===== src/rtl/ifetch_prefetch_if.sv =====
// Fetch-side and memory-side signals of the instruction prefetcher.
// The prefetcher is the master; the core/memory environment is the slave.
interface ifetch_prefetch_if;
  logic [31:0] fetch_pc;
  logic        fetch_take;
  logic [31:0] instr;
  logic        instr_valid;
  logic        mem_req_valid;
  logic        mem_req_ready;
  logic [31:0] mem_req_addr;
  logic        mem_rsp_valid;
  logic [31:0] mem_rsp_data;

  modport master (
    input  fetch_pc, fetch_take, mem_req_ready, mem_rsp_valid, mem_rsp_data,
    output instr, instr_valid, mem_req_valid, mem_req_addr
  );

  modport slave (
    output fetch_pc, fetch_take, mem_req_ready, mem_rsp_valid, mem_rsp_data,
    input  instr, instr_valid, mem_req_valid, mem_req_addr
  );
endinterface


===== src/rtl/ifetch_prefetch.sv =====
// Sequential instruction prefetch buffer: streams words from fetch_pc into an
// in-order FIFO and flushes on any PC discontinuity, discarding stale responses.
module ifetch_prefetch #(
  parameter int          DEPTH    = 4,
  parameter logic [31:0] RESET_PC = 32'h0
) (
  input  logic              clk,
  input  logic              rst,
  ifetch_prefetch_if.master bus
);
  localparam int PW = $clog2(DEPTH);
  localparam int CW = PW + 1;
  localparam int SW = CW + 2;

  logic [31:0]   mem_q [DEPTH];
  logic [31:0]   head_addr_q, head_addr_d;
  logic [31:0]   next_addr_q, next_addr_d;
  logic [CW-1:0] count_q, count_d;
  logic [CW-1:0] inflight_q, inflight_d;
  logic [CW-1:0] discard_q, discard_d;
  logic [PW-1:0] rd_ptr_q, rd_ptr_d;
  logic [PW-1:0] wr_ptr_q, wr_ptr_d;

  logic          mismatch, credit, req_fire, push, drop, pop;
  logic [SW-1:0] used;

  assign mismatch = (bus.fetch_pc != head_addr_q);
  // Every slot is reserved by a buffered word, a live request or a flushed one still owed.
  assign used     = SW'(count_q) + SW'(inflight_q) + SW'(discard_q);
  assign credit   = (used < SW'(DEPTH));

  assign bus.mem_req_valid = !rst && !mismatch && credit;
  assign bus.mem_req_addr  = next_addr_q;
  assign bus.instr_valid   = !rst && (count_q != '0) && !mismatch;
  assign bus.instr         = (count_q != '0) ? mem_q[rd_ptr_q] : 32'h0;

  assign req_fire = bus.mem_req_valid && bus.mem_req_ready;
  assign push     = bus.mem_rsp_valid && !mismatch && (discard_q == '0);
  assign drop     = bus.mem_rsp_valid && !mismatch && (discard_q != '0);
  assign pop      = bus.fetch_take && bus.instr_valid;

  always_comb begin
    head_addr_d = head_addr_q;
    next_addr_d = next_addr_q;
    count_d     = count_q;
    inflight_d  = inflight_q;
    discard_d   = discard_q;
    rd_ptr_d    = rd_ptr_q;
    wr_ptr_d    = wr_ptr_q;
    if (mismatch) begin
      // Flush: a response landing this cycle belongs to the old stream.
      head_addr_d = bus.fetch_pc;
      next_addr_d = bus.fetch_pc;
      count_d     = '0;
      rd_ptr_d    = '0;
      wr_ptr_d    = '0;
      inflight_d  = '0;
      discard_d   = discard_q + inflight_q - CW'(bus.mem_rsp_valid);
    end else begin
      if (req_fire) next_addr_d = next_addr_q + 32'd4;
      inflight_d = inflight_q + CW'(req_fire) - CW'(push);
      discard_d  = discard_q - CW'(drop);
      count_d    = count_q + CW'(push) - CW'(pop);
      if (push) wr_ptr_d = wr_ptr_q + PW'(1);
      if (pop) begin
        rd_ptr_d    = rd_ptr_q + PW'(1);
        head_addr_d = head_addr_q + 32'd4;
      end
    end
  end

  always_ff @(posedge clk) begin
    if (rst) begin
      head_addr_q <= RESET_PC;
      next_addr_q <= RESET_PC;
      count_q     <= '0;
      inflight_q  <= '0;
      discard_q   <= '0;
      rd_ptr_q    <= '0;
      wr_ptr_q    <= '0;
    end else begin
      head_addr_q <= head_addr_d;
      next_addr_q <= next_addr_d;
      count_q     <= count_d;
      inflight_q  <= inflight_d;
      discard_q   <= discard_d;
      rd_ptr_q    <= rd_ptr_d;
      wr_ptr_q    <= wr_ptr_d;
    end
  end

  always_ff @(posedge clk) begin
    if (push) mem_q[wr_ptr_q] <= bus.mem_rsp_data;
  end
endmodule


===== src/flat_wrapper.sv =====
// flat-port wrapper written by rule: the top's interface ports become plain ports
module ifetch_prefetch_flat 
#(
  parameter int          DEPTH    = 4,
  parameter logic [31:0] RESET_PC = 32'h0
)
  (clk, rst, bus_fetch_pc, bus_fetch_take, bus_mem_req_ready, bus_mem_rsp_valid, bus_mem_rsp_data, bus_instr, bus_instr_valid, bus_mem_req_valid, bus_mem_req_addr);
  ifetch_prefetch_if bus_i ();
  input  logic clk;
  input  logic rst;
  input wire logic [$bits(bus_i.fetch_pc)-1:0] bus_fetch_pc;
  input wire logic [$bits(bus_i.fetch_take)-1:0] bus_fetch_take;
  input wire logic [$bits(bus_i.mem_req_ready)-1:0] bus_mem_req_ready;
  input wire logic [$bits(bus_i.mem_rsp_valid)-1:0] bus_mem_rsp_valid;
  input wire logic [$bits(bus_i.mem_rsp_data)-1:0] bus_mem_rsp_data;
  output wire logic [$bits(bus_i.instr)-1:0] bus_instr;
  output wire logic [$bits(bus_i.instr_valid)-1:0] bus_instr_valid;
  output wire logic [$bits(bus_i.mem_req_valid)-1:0] bus_mem_req_valid;
  output wire logic [$bits(bus_i.mem_req_addr)-1:0] bus_mem_req_addr;
  assign bus_i.fetch_pc = bus_fetch_pc;
  assign bus_i.fetch_take = bus_fetch_take;
  assign bus_i.mem_req_ready = bus_mem_req_ready;
  assign bus_i.mem_rsp_valid = bus_mem_rsp_valid;
  assign bus_i.mem_rsp_data = bus_mem_rsp_data;
  assign bus_instr = bus_i.instr;
  assign bus_instr_valid = bus_i.instr_valid;
  assign bus_mem_req_valid = bus_i.mem_req_valid;
  assign bus_mem_req_addr = bus_i.mem_req_addr;
  ifetch_prefetch #(.DEPTH(DEPTH), .RESET_PC(RESET_PC)) u_core (.clk(clk), .rst(rst), .bus(bus_i));
endmodule

===== config.mk =====
export PLATFORM = sky130hd
export DESIGN_NAME = ifetch_prefetch_flat
export DESIGN_NICKNAME = d
export VERILOG_FILES = /design/src/rtl/ifetch_prefetch_if.sv /design/src/rtl/ifetch_prefetch.sv /design/src/flat_wrapper.sv
export SDC_FILE = /design/constraint.sdc
export NUM_CORES = 1
export LEC_CHECK = 0
export ABC_AREA = 1
export CAP_MARGIN = 20
export CORE_MARGIN = 5
export CORE_UTILIZATION = 57
export CTS_CLUSTER_SIZE = 8
export DETAILED_ROUTE_END_ITERATION = 8
export PLACE_DENSITY = 0.81
export SKIP_CTS_REPAIR_TIMING = 1
export SLEW_MARGIN = 20
export SYNTH_ARGS = -nofsm -noshare
export SYNTH_HDL_FRONTEND = slang
export SYNTH_SLANG_ARGS = --single-unit

===== constraint.sdc =====
create_clock -name clk -period 4.3 [get_ports clk]
set_input_delay 0.645 -clock clk [delete_from_list [all_inputs] [get_ports clk]]
set_output_delay 0.645 -clock clk [all_outputs]
set_load 0.05 [all_outputs]

* Word-level counts from Yosys, hierarchy flattened
Memory sizes are Yosys's and may differ from the RTL's. A register that Yosys moved wholly into a read port is not among the register bits.
Index checks and enable logic that the tools add are counted.
** Word-level totals
- Flip-flop bits (word level) :: 77
- Memory bits (writable) :: 128
- Input port bits :: 69
- Output and inout port bits :: 66
- Word-level logic and storage cells :: 50
- Memories kept :: 1
** Cells by class
- Add/sub/neg operators :: 13
- Order comparisons :: 1
- Equal/unequal tests :: 1
- Mux-type cells :: 10
- Reductions and logical operators :: 17
** Memory list
- u_core.mem_q :: words 4, width 32, rd ports 1, clocked after Yosys merged registers in 1, write ports 1, line ifetch_prefetch.sv:15 : logic [31:0] mem_q [DEPTH];
** Operators by type and width (number)
- $mux W32 :: 5
- $add A32 B3 Y32 const B :: 2
- $ne A32 B32 Y1 :: 1
- $sub A3 B1 Y3 :: 4
- $logic_and A1 B1 Y1 :: 9
- $add A3 B1 Y3 :: 2
- $reduce_bool A3 Y1 :: 2
- $add A5 B3 Y5 :: 1
- $lt A5 B3 Y1 const B :: 1
- $add A2 B1 Y2 const B :: 2
- $add A3 B3 Y4 :: 1
- $mux W2 :: 2
- $reduce_bool A2 Y1 :: 2
- $add A3 B3 Y3 :: 1
- $logic_not A3 Y1 :: 1
- $mux W3 :: 1
- $logic_not A1 Y1 :: 2
- $mux W1 :: 2
- $reduce_or A2 Y1 :: 1

* Depth between registers and ports, before layout
Gate-level depths: netlist (run 1).
- Depth in word-level cells :: 7
- Gate-level depth with buffers :: 19
- Depth with buffers taken out :: 19

* Least setup slack after synthesis (run 1)
Ideal clock, no wire load.
- Kind :: input -> register
- Start point :: input port bus_fetch_pc[1]
- End point :: register u_core.count_q[2]
- Library setup time :: 0.071 ns
- Arrival time :: 3.532 ns
- Data required time :: 4.229 ns
- Slack :: 0.697 ns
- Cell stages on the path :: 18
- Buffers on the path :: 0
- Cells stage by stage :: inv_1 nand2_1 nand2_1 nand2_1 nor2_1 nand2_1 nor2_2 nand3_2 nor2_1 nand2_1 inv_1 ha_1 inv_1 ha_1 inv_1 fa_1 or2_2 a21oi_1
** Between the ends
- Elaborated cells on any way between the ends :: 9
** RTL lines
- from (decl) :: line flat_wrapper.sv:11 : input wire logic [$bits(bus_i.fetch_pc)-1:0] bus_fetch_pc;
- $ne A32 B32 Y1 :: line ifetch_prefetch.sv:27 : assign mismatch = (bus.fetch_pc != head_addr_q);
- $logic_not A1 Y1 :: line ifetch_prefetch.sv:34 : assign bus.instr_valid = !rst && (count_q != '0) && !mismatch;
- $logic_and A1 B1 Y1 :: line ifetch_prefetch.sv:34
- via bus_instr_valid :: line flat_wrapper.sv:17 : output wire logic [$bits(bus_i.instr_valid)-1:0] bus_instr_valid;
- $logic_and A1 B1 Y1 :: line ifetch_prefetch.sv:40 : assign pop = bus.fetch_take && bus.instr_valid;
- via u_core.pop :: line ifetch_prefetch.sv:24 : logic mismatch, credit, req_fire, push, drop, pop;
- $sub A3 B1 Y3 :: line ifetch_prefetch.sv:63 : count_d = count_q + CW'(push) - CW'(pop);
- to (signal assigned) :: line ifetch_prefetch.sv:84 : count_q <= count_d;
- to (decl) :: line ifetch_prefetch.sv:18 : logic [CW-1:0] count_q, count_d;
The timed path passes the listed nets, and every way through them passes these cells.
A chain may end at the register's enable or synchronous reset.

* Final worst setup path (run 1)
- Start point :: register u_core.count_q[0]
- End point :: output port bus_mem_req_valid
** Between the ends
- Cells in the longest elaborated chain, start to end :: 4
** RTL lines
- $add A3 B3 Y4 :: line ifetch_prefetch.sv:29 : assign used = SW'(count_q) + SW'(inflight_q) + SW'(discard_q);
- $add A5 B3 Y5 :: line ifetch_prefetch.sv:29
- $lt A5 B3 Y1 :: line ifetch_prefetch.sv:30 : assign credit = (used < SW'(DEPTH));
- $logic_and A1 B1 Y1 :: line ifetch_prefetch.sv:32 : assign bus.mem_req_valid = !rst && !mismatch && credit;
- to (decl) :: line flat_wrapper.sv:18 : output wire logic [$bits(bus_i.mem_req_valid)-1:0] bus_mem_req_valid;
Every way passes these cells.

==> metrics, run 1 <==
worst path cell trace ha_1 > fa_1 > xor2_1 > ha_1 > nor2_1 > and3_1 > nand2_1 > nor2_1 > clkdlybuf4s50_1; Vias 10400; Worst Setup Start Kind register; CP bufs+invs 1; top cells by count, synth nand2_1 (453), nor2_1 (252), edfxtp_1 (128), a21oi_1 (100), inv_1 (100); antenna violations before repair 1; Post-DRT Antenna Nets 0; Fin Setup TNS 0 ns; Max IR drop VDD ~300 µV; total chip power 4.73 mW; Die X 152 µm; family with the most delay on the worst path adder cells; Sw Pwr 1.17 mW; CTS Buf Count 29; Period Utilization, post-route 90.5%; DRC violations left 0; syn_nets between 1500 and 2000; top cells by area, synth edfxtp_1 (34%), nand2_1 (15%), dfxtp_1 (13%), nor2_1 (8.3%), a21oi_1 (4.4%); maxcap violations 0; detailed placement HPWL 22100 µm; Worst Path Required 3.65 ns; first-pass GRT wire length around 50000 µm; CTS root buffer clkbuf_16; Ys Warns 0; Hold/Removal Path Class register to register; P_leak 5.48 nW; share of the synthesized area in the top cell type between 30% and 40%; Crit. End Element output port; largest net degree at the start of global routing 92; critical path type register to output port; CP Launch Point u_core.count_q[0]; Clk Latency, worst-skew pair 0.54 ns; Die ar. 0.0230 mm²; P per Cell Area 344 mW/mm²; combinational share of power under 10%; endpoints failing hold 0; largest stage delay on the critical path 0.82 ns; core box area ~0.020 mm²; WL final 32100 µm; Ant. Diodes 0; vias in the first global route 9659; clock transition at the registers of the reported paths 0.05 ns; initial DRC count 1172; 1st-pass router iterations 5; RSZ-0062 raised after global routing false; Worst path slowest cell clkdlybuf4s50_1; die height 152 µm; clock buffer depth 3; row count 51; Tmin final a little under 4 ns; Max transition margin between 30% and 40%; FF-to-FF setup slack just under 1 ns; Final Setup Violations 0; clock sinks 205; wire per inst roughly 17 µm; final-stage net count 1684; io pins around 140; sequential share of the synthesized area 47.0%; outcome finished, final reports clean; number of H-tree levels 1; CTS tree built; FMAX 0.257 GHz; area grow syn2layout 20.1%; Hold Crit Start u_core.rd_ptr_q[1]; Int Pwr ~3.6 mW; sw frac 24.7%; Synth Register Bits a little over 200; worst reg2reg path startpoint u_core.count_q[0]; Tot GR Track Use 27.6%; WP data arrival approximately 3.3 ns; Post-synth EDFFs 128; Placer Congestion 0.978; top-count cell post-synth nand2_1; clock skew 0.00983 ns; Cells after Synth 1481; Max Slew Vio Count 0; Seq pwr share 46.3%; clock share of power between 40% and 50%; maximum fanout along the worst path 3; post-synthesis cell type count 36; remaining global-route overflow 0; most common flop cell mapped by yosys edfxtp_1; Initial Util 58.3%; ys async rst share 0%; Avg Inst Size Synth 7.73 µm²; drt via density about 5.5; post-synth top area cell edfxtp_1; Slew @ Worst Pin 0.915 ns; fraction of layout cells with a size suffix above 1 5.02%; Buffers on Ports 134; mapped cell area 0.0115 mm²
-- through the flow --
step | utilization [%] | setup slack [ns] | cell area (µm²) | hold WS, ns | cells
finish | 70.0 | 0.409 | 13800 | 0.476 | 1877
global route | 70.0 | 0.301 | 13800 | 0.490 | 1877
CTS | 70.0 | 0.360 | 13800 | 0.479 | 1877
detailed placement | 65.8 | 0.512 | 12900 | 0.472 | 1825
global placement | 65.8 | 0.570 | 12900 | 0.460 | 1825
floorplan | - | 0.697 | 11500 | 0.444 | 1481
-- sequential cells by signal (all words and copies together) (netlist names), named ones only --
name	flops
u_core.wr_ptr_q	2
u_core.count_q	3
u_core.mem_q	128
u_core.bus.mem_req_addr	31
u_core.head_addr_q	31
u_core.discard_q	3
u_core.rd_ptr_q	2
u_core.inflight_q	3
-- path summary, 6_finish.rpt --
kind,to,cells past startpoint
min,u_core.rd_ptr_q[1],2
min reg2reg,u_core.rd_ptr_q[1],2
max reg2reg,u_core.inflight_q[2],14
max,bus_mem_req_valid,9
-- layout make-up --
type	count	area, µm²
repair buffers	153	1480
multi-input cells	1087	5300
well taps	265	332
fillers	1587	5900
clock buffers	51	808
clock inverters	1	20.0
inverters	115	432
flip-flops and latches	205	5390
-- routing by layer --
metal | GRT usage, % | part of all wire [%] | up-vias
li1 | - | - | 5062
met2 | 44.3 | 47 | 444
met1 | 38.1 | 41 | 4791
met5 | 0 | 0.041 | -
met4 | 9.70 | 3.8 | 2
met3 | 4.40 | 7.9 | 81
-- worst min-delay path: cells and delay by family (launching register included) --
| kind | cells | cell delay [ns] |
|---|---|---|
| AO/OA/AOI/OAI | 1 | 0.07 |
| buffers and inverters | 1 | 0.06 |
| flip-flops | 1 | 0.29 |
-- layout by cell type (no fill, tap or decap), drive strengths merged, types with 41 or more instances in the layout --
| cell | synthesis | final |
|---|---|---|
| nor2 | 255 | 255 |
| dfxtp | 77 | 77 |
| a21oi | 100 | 100 |
| o21ai | 82 | 82 |
| nand2 | 454 | 454 |
| clkdlybuf4s50 | 0 | 133 |
| xor2 | 41 | 41 |
| inv | 114 | 115 |
| edfxtp | 128 | 128 |
| clkbuf | 45 | 51 |
-- logic make-up after synthesis --
group | after synthesis | synth area share [%]
buffers and inverters | 189 | 7.08
xor gates and xnor gates | 64 | 4.89
and+or+nand+nor | 756 | 25.8
AOI/OAI and AO/OA | 243 | 12.3
DFF | 205 | 47.0
adders and majority gates | 24 | 2.88
-- power by group through the flow --
stage / combinational, mW / clock, mW / sequential, mW
after floorplan: 0.225 / 0 / 2.26
after global placement: 0.446 / 0 / 2.22
after detailed placement: 0.455 / 0 / 2.23
after CTS: 0.458 / 2.10 / 2.19
after global routing: 0.505 / 2.19 / 2.19
final: 0.463 / 2.08 / 2.19
No activity file was read; power rests on OpenSTA's default activity.
==> run 2, diff against run 1 <==
- ABC_AREA: 1 -> default
- CTS_BUF_LIST: default -> sky130_fd_sc_hd__clkbuf_2
- PLACE_DENSITY: 0.81 -> 0.83
==> metrics, run 2 <==
outcome finished, final reports clean; clock transition at the registers of the reported paths 0.10 ns; Crit. End Element output port; endpoints failing hold 0; Seq pwr share 57.1%; Max Slew Vio Count 0; Compound-Gate Fraction of Synth Area under 10%; clock sinks 205; Tmin final about 4.1 ns; Slew @ Worst Pin 0.788 ns; FMAX 0.246 GHz; DRC violations left 0; WP data arrival 3.41 ns; wire per inst 20.6 µm; maximum fanout along the worst path 15; share of the synthesized area in the top cell type 40.2%; initial DRC count between 700 and 800; clock buffer depth 3; largest family of logic cells by synthesized area simple AND/OR/NAND/NOR gates; CTS Buf Count 49; io pins 135; sequential share of the synthesized area 56.3%; Ant. Diodes 0; register with the most flip-flops u_core.mem_q; sw frac 26.2%; post-synthesis cell type count 45; WL final 24000 µm; Initial Util 57.9%; remaining global-route overflow 0; Avg Inst Size Synth 12.7 µm²; Ys Warns 0; maxcap violations 0; utilization after layout 70.5%; P_leak 3.94 nW; ys async rst share 0%; Int Pwr 2.81 mW; Placer Congestion 0.933; combinational share of power 9.2%; Sw Pwr between 1 and 1.5 mW; Vias 7021; CTS root buffer clkbuf_2; top-count cell post-synth edfxtp_1; final-stage net count about 1000; Cells after Synth 753; Worst Path Required 3.65 ns; most common cell after layout, fill and taps aside clkdlybuf4s50_1; first-pass GRT wire length between 30000 and 40000 µm; critical path type register to output port; Hold/Removal Path Class input pin to register; Synth Area in Simple Gates 13.5%; CTS tree built; Tot GR Track Use 24.2%; Max IR drop VDD 164 µV; drt via density 6.04; Worst Setup Start Kind register; Synth Register Bits 205; FF-to-FF setup slack 0.58 ns; detailed placement HPWL between 15000 and 20000 µm; max reg flops 128; most common flop cell mapped by yosys edfxtp_1; number of H-tree levels 2; Clk Latency, worst-skew pair roughly 0.8 ns; Post-DRT Antenna Nets 0; Max transition margin roughly 47%; clock skew between 0.03 and 0.04 ns; fraction of layout cells with a size suffix above 1 15.6%; largest net degree at the start of global routing 61; Fin Setup TNS 0 ns; row count 47; Final Setup Violations 0; Post-synth EDFFs around 130; 1st-pass router iterations 5; post-synth top area cell edfxtp_1; mux share of post-synthesis cell area roughly 7.5%; Period Utilization, post-route 94.4%; Post-Synth XOR/XNOR Area between 7 and 8%; RSZ-0062 raised after global routing false; Buffers on Ports 134; top cells by area, synth edfxtp_1 (40%), dfxtp_1 (16%), mux4_2 (7.5%), xor2_1 (5.5%), a211oi_1 (3.7%); vias in the first global route between 7000 and 8000; syn_nets between 800 and 900; antenna violations before repair 0; most frequent cells in the layout clkdlybuf4s50_1 (131), edfxtp_1 (128), clkbuf_2 (78); clock share of power between 30% and 40%; core box area approximately 0.017 mm²; area grow syn2layout 21.7%; Synth Area in Adders 3.45%; P per Cell Area around 330 mW/mm²; Die X 140 µm; mapped cell area 0.00957 mm²; Die ar. 0.0195 mm²; top cells by count, synth edfxtp_1 (128), dfxtp_1 (77), xor2_1 (60), a211oi_1 (47), and2_1 (42); die height 140 µm
run 2: changes by cell type in the layout (fill, tap and decap cells not counted), moves of 38 or more:
cell / change
a21oi_1: -65
nand2_1: -426
and2_1: +38
o21ai_0: -71
a211oi_1: +47
clkbuf_2: +78
inv_1: -82
nor2_1: -239
run 2: metal layers:
metal / up-vias / global-route usage (%) / wire length (µm)
li1: 3232 / - / -
met1: 3346 / 31.2 / 9760
met2: 383 / 40.5 / 11600
met3: 60 / 5.83 / 1960
met4: 0 / 7.80 / 629
met5: - / 0 / 0
run 2: through the flow:
stage / worst slack (ns) / std cells / instance area, µm² / power [mW] / hold WS (ns)
after floorplan: 0.295 / 753 / 9570 / 2.39 / 0.520
after global placement: 0.375 / 1073 / 11200 / 2.55 / 0.511
after detailed placement: 0.291 / 1073 / 11200 / 2.56 / 0.511
after CTS: 0.206 / 1162 / 11700 / 3.84 / 0.289
after global routing: 0.0884 / 1162 / 11700 / 3.99 / 0.297
final: 0.241 / 1162 / 11700 / 3.81 / 0.361
run 2: worst paths after layout:
| check | startpoint | to | depth (start not counted) |
|---|---|---|---|
| setup reg to reg | u_core.count_q[0] | u_core.bus.mem_req_addr[28] | 9 |
| hold reg to reg | u_core.bus.mem_req_addr[31] | u_core.bus.mem_req_addr[31] | 2 |
| hold / removal | rst | u_core.head_addr_q[0] | 2 |
| setup / recovery | u_core.head_addr_q[3] | bus_mem_req_valid | 8 |
run 2: area by class of cell:
| cell class | instances | area [µm²] |
|---|---|---|
| well taps | 220 | 275 |
| clock buffers | 78 | 390 |
| multi-input cells | 481 | 3930 |
| fillers | 1154 | 4870 |
| flip-flops and latches | 205 | 5390 |
| repair buffers | 149 | 1530 |
| clock inverters | 11 | 76.3 |
| inverters | 18 | 67.6 |
run 2: power by group through the flow:
| stage | logic [mW] | registers [mW] | clock network [mW] |
|---|---|---|---|
| 2_1_floorplan | 0.139 | 2.25 | 0 |
| 3_3_place_gp | 0.335 | 2.21 | 0 |
| 3_5_place_dp | 0.345 | 2.22 | 0 |
| 4_1_cts | 0.348 | 2.17 | 1.32 |
| 5_1_grt | 0.372 | 2.18 | 1.44 |
| 6_report | 0.351 | 2.17 | 1.28 |
run 2: cells by family after synthesis:
kind of cell,after synthesis
flops,205
simple gates,222
xor+xnor,87
fa+ha+maj,24
buf+inv,67
compound gates,116
mux,32
run 2: critical path, stage by stage, from the launching register on:
cell and delay (ns):
dfxtp_1 0.50, xor2_1 0.11, nor4_1 0.55, and4_1 0.56, nand2_1 0.14, buf_4 0.21, nor4_1 0.29, buf_4 0.17
buf_12 0.12
